===== src/rtl/sharpen_pkg.sv =====
// Shared constants, FSM state type and sizing helper for the sharpen row feeder.
package sharpen_pkg;

    localparam int PIX_W        = 8;
    localparam int WORD_W       = 32;
    localparam int PIX_PER_WORD = 4;

    typedef enum logic [2:0] {
        IDLE,
        FILL0,
        FILL1,
        STREAM,
        DRAIN
    } feeder_state_t;

    // Counter width for a range of n values; never collapses to zero bits.
    function automatic int idx_w(input int n);
        return (n > 1) ? $clog2(n) : 1;
    endfunction

endpackage


===== src/rtl/sharpen_line_buf.sv =====
// Two-row word store: per column, a write shifts cur into prev and loads the new word into cur.
module sharpen_line_buf
    import sharpen_pkg::*;
#(
    parameter int WORDS_PER_ROW = 16,
    parameter int COL_W         = 4
) (
    input  logic              clk,
    input  logic              wr_en,
    input  logic [COL_W-1:0]  col,
    input  logic [WORD_W-1:0] wr_data,
    output logic [WORD_W-1:0] prev_word,
    output logic [WORD_W-1:0] cur_word
);

    logic [WORD_W-1:0] prev_mem [WORDS_PER_ROW];
    logic [WORD_W-1:0] cur_mem  [WORDS_PER_ROW];

    // NOTE: storage has no reset; contents are always written before they are read in a frame.
    always_ff @(posedge clk) begin
        if (wr_en) begin
            prev_mem[col] <= cur_mem[col];
            cur_mem[col]  <= wr_data;
        end
    end

    // Reads see pre-write contents, which is what the same-column triplet needs.
    assign prev_word = prev_mem[col];
    assign cur_word  = cur_mem[col];

endmodule


===== src/rtl/sharpen_row_feeder.sv =====
// Streams {up, mid, down} word triplets from a raster pixel stream, reflecting at top/bottom edges.
// Define SHARPEN_FEEDER_ZERO_PAD_EN to emit out-of-image rows as zero instead of reflecting.
module sharpen_row_feeder
    import sharpen_pkg::*;
#(
    parameter int WORDS_PER_ROW = 16,
    parameter int ROWS          = 16
) (
    input  logic              clk,
    input  logic              rst_n,
    input  logic              start,
    input  logic [WORD_W-1:0] in_word,
    input  logic              in_valid,
    output logic              in_ready,
    output logic [WORD_W-1:0] out_up,
    output logic [WORD_W-1:0] out_mid,
    output logic [WORD_W-1:0] out_down,
    output logic              out_valid,
    input  logic              out_ready,
    output logic              busy,
    output logic              done
);

    localparam int COL_W = idx_w(WORDS_PER_ROW);
    localparam int ROW_W = idx_w(ROWS);

`ifdef SHARPEN_FEEDER_ZERO_PAD_EN
    localparam bit ZERO_PAD = 1'b1;
`else
    localparam bit ZERO_PAD = 1'b0;
`endif

    feeder_state_t     state, state_nxt;
    logic [COL_W-1:0]  col;
    logic [ROW_W-1:0]  row;
    logic              drain_last;
    logic [WORD_W-1:0] prev_word, cur_word;
    logic [WORD_W-1:0] up_nxt, mid_nxt, down_nxt;
    logic              load, advance, done_nxt;
    logic              accept, slot_free, last_col, last_row;

    assign slot_free = !out_valid || out_ready;
    assign accept    = in_valid && in_ready;
    assign last_col  = (col == COL_W'(WORDS_PER_ROW - 1));
    assign last_row  = (row == ROW_W'(ROWS - 1));
    assign busy      = (state != IDLE);

    sharpen_line_buf #(
        .WORDS_PER_ROW (WORDS_PER_ROW),
        .COL_W         (COL_W)
    ) u_line_buf (
        .clk       (clk),
        .wr_en     (accept),
        .col       (col),
        .wr_data   (in_word),
        .prev_word (prev_word),
        .cur_word  (cur_word)
    );

    always_comb begin
        in_ready = 1'b0;
        unique case (state)
            FILL0:         in_ready = 1'b1;
            FILL1, STREAM: in_ready = slot_free;
            default:       in_ready = 1'b0;
        endcase
    end

    // NOTE: every output of this block gets a default first so no latch can be inferred.
    always_comb begin
        state_nxt = state;
        load      = 1'b0;
        advance   = 1'b0;
        done_nxt  = 1'b0;
        up_nxt    = prev_word;
        mid_nxt   = cur_word;
        down_nxt  = in_word;
        unique case (state)
            IDLE: begin
                if (start) state_nxt = FILL0;
            end
            FILL0: begin
                if (accept) begin
                    advance = 1'b1;
                    if (last_col) state_nxt = FILL1;
                end
            end
            FILL1: begin
                // Row 0 output: row -1 is the reflection of row 1, which is arriving now.
                up_nxt = ZERO_PAD ? '0 : in_word;
                if (accept) begin
                    advance = 1'b1;
                    load    = 1'b1;
                    if (last_col) state_nxt = (ROWS > 2) ? STREAM : DRAIN;
                end
            end
            STREAM: begin
                if (accept) begin
                    advance = 1'b1;
                    load    = 1'b1;
                    if (last_col && last_row) state_nxt = DRAIN;
                end
            end
            DRAIN: begin
                down_nxt = ZERO_PAD ? '0 : prev_word;
                if (!drain_last && slot_free) begin
                    advance = 1'b1;
                    load    = 1'b1;
                end
                if (drain_last && out_valid && out_ready) begin
                    state_nxt = IDLE;
                    done_nxt  = 1'b1;
                end
            end
            default: state_nxt = IDLE;
        endcase
    end

    // NOTE: sequential state uses non-blocking assignments so all registers update together.
    always_ff @(posedge clk or negedge rst_n) begin
        if (!rst_n) state <= IDLE;
        else        state <= state_nxt;
    end

    always_ff @(posedge clk or negedge rst_n) begin
        if (!rst_n) begin
            col        <= '0;
            row        <= '0;
            drain_last <= 1'b0;
            out_up     <= '0;
            out_mid    <= '0;
            out_down   <= '0;
            out_valid  <= 1'b0;
            done       <= 1'b0;
        end else begin
            done <= done_nxt;
            if (load) begin
                out_up    <= up_nxt;
                out_mid   <= mid_nxt;
                out_down  <= down_nxt;
                out_valid <= 1'b1;
            end else if (out_ready) begin
                out_valid <= 1'b0;
            end
            if (state == IDLE && start) begin
                col        <= '0;
                row        <= '0;
                drain_last <= 1'b0;
            end else if (advance) begin
                if (last_col) begin
                    col <= '0;
                    if (state == DRAIN)          drain_last <= 1'b1;
                    else if (state_nxt != DRAIN) row <= row + ROW_W'(1);
                end else begin
                    col <= col + COL_W'(1);
                end
            end
        end
    end

endmodule

===== config.mk =====
export PLATFORM = sky130hd
export DESIGN_NAME = sharpen_row_feeder
export DESIGN_NICKNAME = d
export VERILOG_FILES = /design/src/rtl/sharpen_pkg.sv /design/src/rtl/sharpen_line_buf.sv /design/src/rtl/sharpen_row_feeder.sv
export SDC_FILE = /design/constraint.sdc
export NUM_CORES = 1
export LEC_CHECK = 0
export CAP_MARGIN = 30
export CORE_AREA = 3 3 300 273
export CTS_CLUSTER_DIAMETER = 80
export DETAILED_ROUTE_END_ITERATION = 10
export DIE_AREA = 0 0 303 276
export PLACE_DENSITY = 0.72
export SYNTH_ARGS = -nofsm -noshare
export SYNTH_HDL_FRONTEND = slang
export SYNTH_SLANG_ARGS = --single-unit

===== constraint.sdc =====
create_clock -name clk -period 16.9 [get_ports clk]
set_input_delay 2.535 -clock clk [delete_from_list [all_inputs] [get_ports clk]]
set_output_delay 2.535 -clock clk [all_outputs]
set_load 0.03 [all_outputs]

# Word-level counts from Yosys, hierarchy flattened

Memories as Yosys holds them, arrays and structs flattened.
Cells that the tools add are included.

$add $sub $neg: 2
$mul: 0
Div/mod/pow operators: 0
$lt $le $gt $ge: 0
Eq/ne operators: 8
Shift-type cells: 0
Muxes and demuxes: 33
Bitwise logic cells: 0
Reduce and logical (&&, ||, !) cells: 20

Operator list:

| cell                  | count |
|---|---|
| $mux W32              | 2 |
| $mux W4               | 8 |
| $mux W3               | 8 |
| $pmux W3 S5           | 1 |
| $mux W1               | 11 |
| $reduce_bool A2 Y1    | 5 |
| $add A4 B1 Y4 const B | 2 |
| $eq A4 B4 Y1 const B  | 2 |
| $eq A3 B2 Y1 const B  | 2 |
| $logic_and A1 B1 Y1   | 6 |
| $pmux W1 S2           | 3 |
| $reduce_and A4 Y1     | 1 |
| $eq A3 B1 Y1 const B  | 1 |
| $eq A3 B3 Y1 const B  | 1 |
| $logic_not A3 Y1      | 1 |
| $ne A3 B3 Y1 const B  | 1 |
| $reduce_and A3 Y1     | 1 |
| $reduce_bool A3 Y1    | 1 |
| $reduce_or A3 Y1      | 1 |
| $logic_not A1 Y1      | 2 |
| $ne A2 B2 Y1 const B  | 1 |
| $reduce_or A2 Y1      | 1 |
| $logic_or A1 B1 Y1    | 1 |

Register bits after elaboration: 110
Bits in latches: 0
RAM bits: 1024
Bits in read-only memories: 0
Input port bits: 37
Output and inout port bits: 100
Logic and storage cells: 74
Memories kept: 2

Memory list:

| name                | depth | bits a word | rd ports | clocked after memory_dff | wr ports | line                   | RTL |
|---|---|---|---|---|---|---|---|
| u_line_buf.cur_mem  | 16    | 32          | 1        | 0                        | 1        | sharpen_line_buf.sv:17 | `logic [WORD_W-1:0] cur_mem [WORDS_PER_ROW];` |
| u_line_buf.prev_mem | 16    | 32          | 1        | 0                        | 1        | sharpen_line_buf.sv:16 | `logic [WORD_W-1:0] prev_mem [WORDS_PER_ROW];` |

# Longest topological paths before layout

Word-level depth: 12
Depth in mapped cells: 9
Depth with buffers taken out: 6

# Modules after synthesis

Synthesis repeated with hierarchy kept, for this count alone.

Cells, all modules: 2013
Area, all modules: 43155.1 um^2

Modules (own cells, without submodules):

| module             | instances | cells an instance | area each (um^2) | seq. area each (um^2) |
|---|---|---|---|---|
| sharpen_line_buf   | 1         | 1584              | 38235.4          | 30749.5 |
| sharpen_row_feeder | 1         | 429               | 4919.7           | 2752.6 |

# Worst setup path before layout

Ideal clock, no wire load.

Kind: input to register
Start point: in out_ready
End point: mem u_line_buf.cur_mem[0][0] (enable)
Setup time: 564 ps
Data arrival time: 7686 ps
Required time: 16336 ps
Path slack: 8649 ps
Stages on the path: 4
Buffers on the path: 0
Cell sequence: nor2b_1 a211oi_1 nand2_1 nor3_1

Longest elaborated chain between the ends: 5

Ends and longest elaborated chain:

| element                       | line                     | RTL |
|---|---|---|
| start: declaration            | sharpen_row_feeder.sv:19 | `input logic out_ready,` |
| $logic_or A1 B1 Y1            | sharpen_row_feeder.sv:42 | `assign slot_free = !out_valid \|\| out_ready;` |
| $pmux W1 S2                   | sharpen_row_feeder.sv:62 | `unique case (state)` |
| $logic_and A1 B1 Y1           | sharpen_row_feeder.sv:43 | `assign accept = in_valid && in_ready;` |
| $mux W1                       | sharpen_line_buf.sv:21   | `if (wr_en) begin` |
| $mux W1 (not written as such) | sharpen_line_buf.sv:23   | `cur_mem[col] <= wr_data;` |
| end: declaration              | sharpen_line_buf.sv:17   |  |

No other way between the ends.

# Worst setup path after layout

Start point: in out_ready
End point: out in_ready

Longest elaborated chain between the ends: 2

Ends and longest elaborated chain:

| element            | line                     | RTL |
|---|---|---|
| $logic_or A1 B1 Y1 | sharpen_row_feeder.sv:42 |  |
| $pmux W1 S2        | sharpen_row_feeder.sv:62 |  |
| end: declaration   | sharpen_row_feeder.sv:14 | `output logic in_ready,` |

No other way between the ends.

==> results.yml <==
critical_path:
  crit_chain: "clkdlybuf4s50_1 -> nor2b_1 -> a211oi_1 -> clkdlybuf4s50_1"
  timing.rr.start: "col[0]$_DFFE_PN0P_"
  critPathLaunch: "out_ready"
  worstPathMaxFanout: 6
  critical-path-slowest-cell: "clkdlybuf4s50_1"
  cp_common_cell: "clkdlybuf4s50_1"
  critical_path.endpoint_type: "output port"
  cp_required_ps: 14370
  cp_slowest_stage_delay_ps: 640
  worst_path_class_setup: "in -> out"
  startpoint_type: "primary input"
  critPathArrivalTime_ps: 4320
sta:
  tightest_pin_transition_ps: 999
  achievable-frequency_ghz: 0.146
  setup_total_negative_slack_ps: 0
  number_of_endpoints_failing_setup_at_the_final_stage: 0
  max-slew-margin-rel_pct: 33.4
  finalCriticalPeriod_ps: 6850
  final_max_slew_viol_count: 0
  period_share_pct: 40.5
  number_of_hold_slack_violations_in_the_final_timing_report: 0
  setup_repair_after_global_routing_missed_its_margin: "no"
  finalClockSkew_ps: 26.0
flow_run:
  drv.max_cap_violation_count: 0
final_layout:
  post_route_cells_drive_above_1_share_pct: 24.2
  mostFrequentLayoutCells: "edfxtp_1 (1,024), mux4_2 (288), clkdlybuf4s50_1 (135), clkbuf_16 (110), dfrtp_1 (106)"
  regArea_um2: 33500
  fin_nets: 2171
  area_growth_pct: 14.4
  multiInputGateArea_um2: 9420
  nFillCells: 5221
  layout.cells.most_common: "edfxtp_1"
  final_core_utilization_pct: 62.7
placed_design:
  io_buffer_count: 136
  dpl.hpwl_mm: 55.3
  gp_congestion: 0.805
global_routing:
  vias_in_the_first_global_route: 21400
  grt_antenna_before_repair: 4
  overflow: 0
  grt_start_max_net_pins: 141
  grtUsageTotal_pct: 23.3
  global_route_wire_length_before_repair_mm: 143
routing:
  drt_iter0_markers: 2153
  number_of_nets_with_antenna_violations_after_detailed_routing: 0
  drt_wl_total_mm: 96.1
  drt_drc_violations_left: 0
  detail_route.vias_per_cell: 6.39
  via_count: 20900
  route.detailed.wl_per_inst_um: 29.4
  drt_first_pass_iters: 6
cts:
  max-clock-path-buffers: 3
  cts-resized-gates: 0
  numCtsBuffers: 109
  path_clk_slew_ps: 60
  cts_max_level: 3
  tritoncts: "done"
  clock-root-buffer: "clkbuf_16"
  cts_hold_buffers: 0
  numClockSinks: 1134
  cts_setup_buffers: 0
  insertion_delay_ps: 690
synth:
  synth-main-ff-cell: "edfxtp_1"
  synth_sequential_area_ratio_pct: 77.3
  synth.avg_cell_area_um2: 22.2
  synth_area_um2: 43300
  synth-seq-cells: 1134
  synth.distinct_cells: 37
  syn_inst: 1953
  synth_edf_count: 1024
  synthesis.nets: 1995
  share_of_async_settable_or_async_resettable_flops_after_synthesis_pct: 9.70
  yosysWarnings: 0
min_path:
  hold_path_origin: "out_up[22]$_DFFE_PN0P_"
  hold_path_class: "reg -> reg"
pwr:
  powerDensity_nw_per_um2: 191
  vdd_drop_max_mv: 0.145
  total_leakage_power_nw: 15.8
outcome:
  outcome: "completed"
die:
  num_ports: 137
  floorplan.die.height_um: 276
  row_count: 98
  initial_utilization_pct: 54.8
  die_width_um: 303
  core_area_um2: 79100
  design.die.area_um2: 83600
## worst max-delay path, delay by kind of cell
family / cells / cell delay (ps)
buf+inv: 2 / 1070
simple gates: 1 / 510
compound gates: 1 / 210
## registers in the layout, summed over array words and instances (netlist names)
register	count
out_down	32
u_line_buf.cur_mem	512
out_valid	1
done	1
u_line_buf.prev_mem	512
out_up	32
col	4
state	3
row	4
out_mid	32
drain_last	1
## final cells by class
class                      instances  share of cell area [%]
clock buffer                     145                    5.84
clock inverter                    59                    1.04
sequential                      1134                    67.6
timing repair buffer             183                    3.87
multi-input combinational        698                    19.0
inverter                           3                  0.0227
antenna                            1                 0.00505
tap                             1050                    2.65
## report_power, final
part	leakage [nW]	internal (mW)	switching (mW)	total [mW]
sequential	10.5	3.89	0.223	4.11
clock	1.66	1.31	1.02	2.33
combinational	3.64	1.19	1.83	3.02
## cells by family after synthesis
kind of cell	share of synthesized area [%]
AO/OA/AOI/OAI	3.80
XOR/XNOR	0.0606
adder cells (fa/ha/maj)	0.144
buffers and inverters	1.30
flip-flops	77.3
multiplexers	15.8
AND/OR/NAND/NOR	1.55
## cells in the mapped netlist (2+ instances only)
master / count / area (um^2)
nor2_1: 53 / 199
or3_1: 3 / 18.8
edfxtp_1: 1024 / 30700
and3_1: 4 / 25.0
buf_1: 18 / 67.6
buf_2: 32 / 160
a21oi_1: 3 / 15.0
mux2i_1: 2 / 20.0
nor2b_1: 7 / 43.8
nand2_1: 71 / 267
nand2b_1: 5 / 31.3
o21ai_0: 4 / 20.0
o21a_1: 64 / 480
o211ai_1: 64 / 480
clkbuf_1: 59 / 221
ha_1: 5 / 62.6
nand3_1: 5 / 25.0
nor3_1: 5 / 25.0
xor2_1: 2 / 17.5
and2_1: 3 / 18.8
a211oi_1: 4 / 30.0
dfrtp_1: 110 / 2750
mux2_2: 32 / 360
mux4_2: 288 / 6490
inv_1: 3 / 11.3
buf_6: 9 / 101
a22o_1: 64 / 561
## worst paths after layout
| path | to | slack (ps) | cells past startpoint |
|---|---|---|---|
| min | out_up[22]$_DFFE_PN0P_ | 490 | 1 |
| max reg2reg | out_down[30]$_DFFE_PN0P_ | 12520 | 7 |
| max in group asynchronous | col[1]$_DFFE_PN0P_ | 13600 | 2 |
| min in group asynchronous | out_mid[25]$_DFFE_PN0P_ | 1890 | 1 |
| min reg2reg | out_up[22]$_DFFE_PN0P_ | 490 | 1 |
| max | in_ready | 10050 | 4 |
## layer usage
metal / vias to the layer above / track usage [%] / part of all wire, % / wire length [um]
li1: 8564 / - / - / -
met1: 11200 / 34.0 / 40 / 38000
met2: 1018 / 36.4 / 49 / 47400
met3: 154 / 5.57 / 8.9 / 8550
met4: 2 / 5.60 / 2.2 / 2110
met5: - / 0 / 0.014 / 13
## through the flow
stage          cells  hold slack (ps)  power (mW)  instance area, um^2  setup slack, ps
6_report        3273              489        9.46                49600            10050
4_1_cts         3271              493        9.54                49600            10040
3_5_place_dp    3067              479        7.21                46200            10070
3_3_place_gp    3058              473        7.08                45900            10100
2_1_floorplan   1953              464        6.03                43300             8650
5_1_grt         3272              516        9.84                49600             9980
No activity file was read; power rests on OpenSTA's default activity.
